`config.mk`:
```
export PLATFORM = sky130hd
export DESIGN_NAME = regfile_dump_reader
export DESIGN_NICKNAME = d
export VERILOG_FILES = /design/src/rtl/regfile_dump_reader.sv
export SDC_FILE = /design/constraint.sdc
export NUM_CORES = 1
export LEC_CHECK = 0
export CAP_MARGIN = 20
export CELL_PAD_IN_SITES_DETAIL_PLACEMENT = 0
export CELL_PAD_IN_SITES_GLOBAL_PLACEMENT = 2
export CORE_ASPECT_RATIO = 1.2
export CORE_MARGIN = 4
export CORE_UTILIZATION = 30
export DETAILED_ROUTE_END_ITERATION = 8
export PLACE_DENSITY_LB_ADDON = 0.1
export SYNTH_ARGS = -nofsm -noshare
export SYNTH_HDL_FRONTEND = slang
export SYNTH_SLANG_ARGS = --single-unit
```
`constraint.sdc`:
```
create_clock -name clk -period 4.35 [get_ports clk]
set_input_delay 0.87 -clock clk [delete_from_list [all_inputs] [get_ports clk]]
set_output_delay 0.87 -clock clk [all_outputs]
set_load 0.1 [all_outputs]
```
`src/rtl/regfile_dump_reader.sv`:
```
// Streams FIRST_REG..LAST_REG of the register file over valid/ready, one snapshot per word.
// Define REGDUMP_CHECKSUM_EN to add the XOR checksum output. start is registered once before the FSM acts on it.
module regfile_dump_reader #(
  parameter int DATA_W    = 32,
  parameter int FIRST_REG = 0,
  parameter int LAST_REG  = 31
) (
  input  logic              clk,
  input  logic              rst,
  input  logic              start,
  output logic              busy,
  output logic              done,
  output logic [4:0]        rd_addr,
  input  logic [DATA_W-1:0] rd_data,
  output logic              out_valid,
  input  logic              out_ready,
  output logic [DATA_W-1:0] out_data,
  output logic [4:0]        out_idx,
`ifdef REGDUMP_CHECKSUM_EN
  output logic [DATA_W-1:0] checksum,
`endif
  output logic              out_last
);

  localparam logic [4:0] FIRST_IDX = 5'(FIRST_REG);
  localparam logic [4:0] LAST_IDX  = 5'(LAST_REG);

  typedef enum logic [1:0] {
    S_IDLE  = 2'd0,
    S_FETCH = 2'd1,
    S_SEND  = 2'd2,
    S_DONE  = 2'd3
  } state_t;

  state_t     r_state;
  logic [4:0] r_idx;
  logic       r_start;
  logic       w_accept;
  logic       w_start_go;
  logic       w_is_last;

  assign rd_addr    = r_idx;
  assign w_accept   = out_valid & out_ready;
  assign w_start_go = (r_state == S_IDLE) & r_start;
  assign w_is_last  = (r_idx == LAST_IDX);

  // start request stage; pulses outside IDLE never reach the FSM
  always_ff @(posedge clk or posedge rst) begin
    if (rst) begin
      r_start <= 1'b0;
    end else begin
      r_start <= start & (r_state == S_IDLE) & ~r_start;
    end
  end

  always_ff @(posedge clk or posedge rst) begin
    if (rst) begin
      r_state   <= S_IDLE;
      r_idx     <= FIRST_IDX;
      busy      <= 1'b0;
      done      <= 1'b0;
      out_valid <= 1'b0;
      out_data  <= '0;
      out_idx   <= 5'd0;
      out_last  <= 1'b0;
    end else begin
      case (r_state)
        S_IDLE: begin
          done <= 1'b0;
          if (w_start_go) begin
            r_state <= S_FETCH;
            r_idx   <= FIRST_IDX;
            busy    <= 1'b1;
          end
        end
        S_FETCH: begin
          out_data  <= rd_data;
          out_idx   <= r_idx;
          out_last  <= w_is_last;
          out_valid <= 1'b1;
          r_state   <= S_SEND;
        end
        S_SEND: begin
          // payload registers hold until the handshake completes
          if (w_accept) begin
            out_valid <= 1'b0;
            if (w_is_last) begin
              r_state <= S_DONE;
              busy    <= 1'b0;
              done    <= 1'b1;
            end else begin
              r_idx   <= r_idx + 5'd1;
              r_state <= S_FETCH;
            end
          end
        end
        S_DONE: begin
          done    <= 1'b0;
          r_idx   <= FIRST_IDX;
          r_state <= S_IDLE;
        end
        default: begin
          r_state   <= S_IDLE;
          r_idx     <= FIRST_IDX;
          busy      <= 1'b0;
          done      <= 1'b0;
          out_valid <= 1'b0;
        end
      endcase
    end
  end

`ifdef REGDUMP_CHECKSUM_EN
  logic [DATA_W-1:0] r_checksum;

  assign checksum = r_checksum;

  // XOR of every accepted word since the last accepted start
  always_ff @(posedge clk or posedge rst) begin
    if (rst) begin
      r_checksum <= '0;
    end else if (w_start_go) begin
      r_checksum <= '0;
    end else if (w_accept) begin
      r_checksum <= r_checksum ^ out_data;
    end else begin
      r_checksum <= r_checksum;
    end
  end
`endif

endmodule

```
=== Word-level counts from Yosys, hierarchy flattened ===
Index checks and enable logic that the tools add are counted.
Widths: inputs -> output; s select.

* Eq/ne operators: 8
* Reduce and logical (&&, ||, !) cells: 11
* Bitwise gates (word level): 5
* Add/sub/neg operators: 1
* Mux-type cells: 17

{| class="wikitable"
|+ Operator list
! kind !! number
|-
| $mux 5 || 3
|-
| $pmux 5 s3 || 1
|-
| $ne 2x2->1 const B || 4
|-
| $pmux 2 s4 || 1
|-
| $reduce_and 4->1 || 2
|-
| $mux 1 || 6
|-
| $mux 2 || 3
|-
| $pmux 1 s2 || 3
|-
| $reduce_bool 2->1 || 3
|-
| $add 5x1->5 const B || 1
|-
| $eq 5x5->1 const B || 1
|-
| $and 1x1->1 || 4
|-
| $eq 2x2->1 const B || 2
|-
| $reduce_and 2->1 || 2
|-
| $reduce_and 3->1 || 1
|-
| $reduce_bool 3->1 || 1
|-
| $eq 2x1->1 const B || 1
|-
| $logic_not 2->1 || 1
|-
| $reduce_or 2->1 || 1
|-
| $not 1->1 || 1
|}

* Logic and storage cells: 51
* Register bits after elaboration: 49
* Output and inout bits: 46
* Input port bits: 36

=== Depth between registers and ports, before layout ===
* Word-level depth: 4
* Mapped depth: 6

=== Least setup slack after synthesis ===
Ideal clock, no wire load.

* Path kind: register to register
* Start point: register r_idx[0], in the netlist rd_addr[0]
* End point: register r_idx[0], in the netlist rd_addr[0]
* Library setup time: 0.126 ns
* Arrival: 2.225 ns
* Cell stages (with the launch flop): 7
* Required time: 4.224 ns
* Path buffers: 1
* Setup slack: 1.999 ns
* Cells stage by stage: dfrtp_1 ha_1 and3_1 ha_1 clkbuf_1 nor3b_1 a221o_1

* Elaborated cells between the ends (all ways): 7
* Classes of those cells: add/sub: 1; eq/ne: 2; mux: 3; reduce/logical: 1

{| class="wikitable"
|+ RTL lines
! element !! RTL line !! source
|-
| start, declared || 36 || <nowiki>logic [4:0] r_idx;</nowiki>
|-
| start signal, assigned || 92 || <nowiki>r_idx <= r_idx + 5'd1;</nowiki>
|-
| $eq 5x5->1 || 45 || <nowiki>assign w_is_last = (r_idx == LAST_IDX);</nowiki>
|-
| via w_is_last || 40 || <nowiki>logic w_is_last;</nowiki>
|-
| $ne 2x2->1 (no line) || - ||
|-
| $reduce_and 4->1 (no line) || - ||
|}

The timed path passes the listed nets, and every way through them passes these cells. The select of a mux whose other input is x is not followed.
A chain may end at the register's enable or synchronous reset.

=== Worst setup path after layout ===
* Start point: register out_valid
* End point: output out_valid

{| class="wikitable"
|+ RTL lines
! element !! RTL line !! source
|-
| start, declared || 15 || <nowiki>output logic out_valid,</nowiki>
|-
| start signal, assigned || 62 || <nowiki>out_valid <= 1'b0;</nowiki>
|-
| start signal, assigned || 80 || <nowiki>out_valid <= 1'b1;</nowiki>
|-
| start signal, assigned || 86 || <nowiki>out_valid <= 1'b0;</nowiki>
|}

No word-level cell between the ends.

==> flow_summary.ini <==
[outcome]
status = completed

[logic_synthesis]
synth.distinct_cells = 33
synth_nets = 190
yosysSeqAreaShare = 0.585
synth_flop_cell = dfrtp_1
synth_area_sq_um = 2100
yosysWarnings = 0
synth_edf_count = 0
synth_seq_cells = 49
async_flop_share = 1.00
syn_area_per_cell_sq_um = 14.3
synth_cells = 147

[worst_setup_path]
slowest_delay_ps = 1180
crit_buf_inv = 1
cp_max_fo = 6
r2r_start = rd_addr[0]$_DFFE_PP0P_
path_cells = clkdlybuf4s50_1
reg2reg_depth = 6
r2r_end = rd_addr[3]$_DFFE_PP0P_
worstPathRequired_ps = 3480
arrival_ps = 1960
cp_slowest_cell = clkdlybuf4s50_1
critPathCaptureType = primary output
cp_top_family = buffers and inverters
crit_type = flip-flop to primary output
r2r_slack_ps = 2320
crit_cells = 1
start_kind = flip-flop

[timing]
worst_slack_ps = 1520
fmaxAchievable_mhz = 353
fin_skew_ps = 5.30
drv_slew = 0
period_minus_slack_ps = 2830
setup_violations = 0
final-hold-violation-count = 0
rsz0062_at_grt = no
fin_crit_sh = 0.650
tns_ps = 0
worstMarginPinSlew_ps = 1010
relSlewSlack = 0.323

[clock_tree]
clk_path_buf_depth = 2
worstSkewPairLatency_ps = 290
numCtsBuffers = 5
cts_root_buf = clkbuf_8
cts_sinks = 49
cts_setup_buffers = 0
htree_levels = 2
cts.repair.resized = 0
hold_buffers = 0
clk_pin_slew_ps = 90
cts_tree = done

[final_layout]
fillers = 641
area_growth_pct = 49.0
final_cell_mix = clkdlybuf4s50_1 (81), dfrtp_1 (49), mux2_2 (29)
nets = 273
drive_gt1_frac = 0.190
final_common_cell = clkdlybuf4s50_1
diodes = 0
finalNonFillerCells = 318

[global_routing]
use_met3 = 0.0365
grt_pass1_vias = 1614
met1_usage = 0.141
grt-ovfl-total = 0
grt_max_degree = 50
grtUsageMet2 = 0.225
grt_pass1_wl_mm = 8.34
antenna_found_initial = 0
busiest_layer = met2
globalRouteTotalUtil = 0.125

[drt]
routed_wl_mm = 4.98
drc = 0
vias_per_cell = 4.59
ant_nets = 0
drt_iter0_drc = 15
dr_total_vias = 1459
wl_per_cell_um = 15.6
drtPass1Iterations = 4

[placement]
gp_congestion = 0.772
dp_cells = 309
io_buffer_count = 81
place_ws_ps = 1850
hpwl_mm = 3.69

[die]
core_sq_um = 6810
die_h_um = 99.6
num_rows = 33
start_util = 0.308
die_w_um = 84.3
die_area_sq_um = 8400
pin_count = 82

[hold_path]
hold_end = out_data[8]$_DFFE_PP0P_
min_path_type = flip-flop to flip-flop
hold_path_startpoint = out_data[8]$_DFFE_PP0P_
hold-path-cell-count = 1

[job]
maxCapViolCount = 0
[logic make-up after synthesis]
logic type / count (synthesis) / synth area share
flip-flops: 49 / 0.585
multiplexers: 39 / 0.209
AND/OR/NAND/NOR: 24 / 0.0728
AO/OA/AOI/OAI: 16 / 0.0656
buffers and inverters: 12 / 0.0257
adder cells (fa/ha/maj): 7 / 0.0418
[layer usage]
metal	routed length, um	vias to the layer above	share of wire
li1	-	693	-
met4	70	0	0.014
met2	2640	46	0.53
met5	0	-	0
met1	1990	714	0.40
met3	271	6	0.054
[through the flow]
stage | util | hold slack, ps | area (sq um)
after CTS | 0.456 | 495 | 3100
after global routing | 0.459 | 521 | 3120
after detailed placement | 0.439 | 478 | 2990
after global placement | 0.439 | 469 | 2990
final | 0.459 | 487 | 3120
after floorplan | - | 476 | 2100
[synthesized netlist by cell type, types with 2 or more instances]
cell,count,area share
a211o_1,2,0.0084
a21oi_1,2,0.0048
a221o_1,2,0.0095
a31oi_1,3,0.0090
and3_1,5,0.015
buf_2,4,0.0095
dfrtp_1,49,0.58
ha_1,7,0.042
inv_1,6,0.011
mux2_1,10,0.054
mux2_2,29,0.16
nand2_1,3,0.0054
nand2b_1,2,0.0060
nor3b_1,2,0.0072
nor4_1,3,0.0090
[worst max path at each step]
| stage | from | end | slack, ps |
|---|---|---|---|
| 2_1_floorplan | rd_addr[0]$_DFFE_PP0P_ | rd_addr[0]$_DFFE_PP0P_ | 2000 |
| 3_5_place_dp | out_valid$_DFFE_PP0P_ | out_valid | 1850 |
| 5_1_grt | rd_addr[0]$_DFFE_PP0P_ | rd_addr[0] | 1450 |
| 3_3_place_gp | out_valid$_DFFE_PP0P_ | out_valid | 1860 |
| 6_report | out_valid$_DFFE_PP0P_ | out_valid | 1520 |
| 4_1_cts | out_valid$_DFFE_PP0P_ | out_valid | 1500 |
[state kept, by name, indices dropped and copies added, names as in the netlist]
register   cells
busy           1
done           1
out_data      32
out_idx        5
out_last       1
out_valid      1
r_start        1
r_state        2
rd_addr        5
[final cells by class]
class	instances	area, sq um	share of cell area
Tap cell	87	109	0.0348
Multi-Input combinational cell	86	820	0.262
Clock inverter	1	30.0	0.00961
Timing Repair Buffer	82	831	0.266
Clock buffer	7	86.3	0.0276
Sequential cell	49	1230	0.392
Inverter	6	22.5	0.00721
Power is not shown: default switching activity piles up to over one toggle a cycle in this logic, so the estimate is an artifact.
==> variant: new RTL, config.mk and constraints unchanged <==
The parameter `DATA_W` goes from 32 to 40.
--- a/src/rtl/regfile_dump_reader.sv
+++ b/src/rtl/regfile_dump_reader.sv
@@ -2,5 +2,5 @@
 // Define REGDUMP_CHECKSUM_EN to add the XOR checksum output. start is registered once before the FSM acts on it.
 module regfile_dump_reader #(
-  parameter int DATA_W    = 32,
+  parameter int DATA_W    = 40,
   parameter int FIRST_REG = 0,
   parameter int LAST_REG  = 31
Interface: changed (resized out_data and rd_data); port bits go from 82 to 98. The function was not compared with the original's and may differ.
==> variant against the unedited design <==
- maximum frequency fell by 0.26%
- cell area rose by 18%
- largest cell class unchanged
- count of clock-buffer cells in the layout up 4
- critical path depth did not move
- first-iteration DRC count grew to 2.9 times the old value
- synthesized cell count is 13% higher
- routed wire length increased by 16%
- sequential cell count is 8 higher
- worst setup slack lost 0.0074 ns
- synthesized area increased by 14%
Power is left out: the tool's default activity adds up to more than one toggle a clock period on the data nets, which glitch-free logic cannot reach.
==> variant: results (changes against the unedited design) <==
[run_status]
status = finished clean

[synthesis]
synthArstFlopShare_pct = 100  ; unchanged
ys_warn_count = 0  ; unchanged
synth_cell_type_count = 30  ; -9.1%
synth_nets = 217  ; +14%
synth_commonest_cells = 57 x dfrtp_1, 46 x mux2_2, 7 x ha_1
synth_area_leaders = dfrtp_1 60%, mux2_2 22%, ha_1 3.7%, and3_1 1.3%, a211o_1 1.1%
synth_seq_area_share_pct = 59.7  ; +1.2 points

[sta]
clock-skew-final_ns = 0.00890  ; +0.00360 ns
finalSetupTns_ns = 0  ; unchanged
worstMarginPinSlew_ns = 1.02  ; +0.0125 ns

[finish]
largest_register_ffs = 40  ; +25%
drive_above_1_share_pct = 25.3  ; +6.2 points
layout.nets = 319  ; +17%
regMostFlops = out_data
n_antenna_cell = 0  ; unchanged
fillCellCount = 707  ; +10%

[global_routing]
antenna_found_initial = 0  ; unchanged
grt_pass1_wl_um = 9110  ; +9.3%
grt_start_max_net_pins = 38  ; -24%
grt_usage_pct = 12.8  ; +0.33 points
grt_pass1_vias = 1856  ; +15%

[clock_network]
htreeDepth = 3  ; +1
clkSlewWorstSetupHoldPaths_ns = 0.07  ; -0.02 ns
cts_root_buf = clkbuf_8
clk_latency_ns = 0.33  ; +0.04 ns
cts_resized = 0  ; unchanged
post_cts_buffers = 0  ; unchanged
cts_max_path_buffers = 2  ; unchanged
numCtsBuffers = 9  ; +4

[placed_design]
dp_hpwl_um = 4100  ; +11%
io_buffers = 97  ; +20%
gp_congestion = 0.678  ; -12%

[detailed_routing]
first_pass_iters = 4  ; unchanged
first_iter_violations = 43  ; +28
route.detailed.vias_per_inst = 4.76  ; +3.8%
routed_wl_um = 5780  ; +16%

[setup_path]
worstPathArrival_ns = 1.97
max_stage_delay_ns = 1.17
cp_max_fo = 7  ; +1
cpMaxStageDelayCell = clkdlybuf4s50_1
cp_top_family = buffers and inverters

[worst_hold_path]
hp-class = register to register

[variant: through the flow]
stage / cell area [µm²] / utilization, % / cells / setup WS (ns)
after CTS: 3680 / 47.8 / 365 / 1.48
after detailed placement: 3460 / 44.8 / 349 / 1.86
after global routing: 3680 / 47.8 / 365 / 1.44
final: 3680 / 47.8 / 365 / 1.51
after global placement: 3460 / 44.8 / 349 / 1.88
after floorplan: 2390 / - / 166 / 1.88
[variant: path summary, 6_finish.rpt]
| path | cells past startpoint | slack, ns | endpoint | startpoint |
|---|---|---|---|---|
| worst max register to register | 5 | 2.28 | rd_addr[3] | r_state[0] |
| min in group asynchronous | 2 | 1.00 | out_data[19] | rst |
| worst max-delay path | 1 | 1.51 | rd_addr[2] | rd_addr[2] |
| worst min-delay path | 1 | 0.50 | out_data[22] | out_data[22] |
| worst min register to register | 1 | 0.50 | out_data[22] | out_data[22] |
| max in group asynchronous | 3 | 2.57 | out_data[17] | rst |
[variant: layout make-up]
type	instances	area (µm²)	area share (%)
clock buffer	11	151	4.11
inverter	5	18.8	0.509
sequential	57	1430	38.7
clock inverter	5	77.6	2.11
multi-input combinational	96	910	24.7
tap	92	115	3.12
timing repair buffer	99	986	26.8
[variant: metal layers]
metal,track usage [%],wire length [µm]
met1,14.7,2340
met4,5.43,99
met2,19.3,2770
met3,7.35,573
met5,0,0
[variant: kinds of logic (layout without fill, tap and decap cells)]
logic type	Yosys count	count (layout)	share of synthesized area [%]
DFF	57	57	59.7
muxes	47	47	22.2
and+or+nand+nor	26	26	6.50
AOI/OAI and AO/OA	16	16	5.66
buffers and inverters	13	120	2.30
adders and majority gates	7	7	3.67
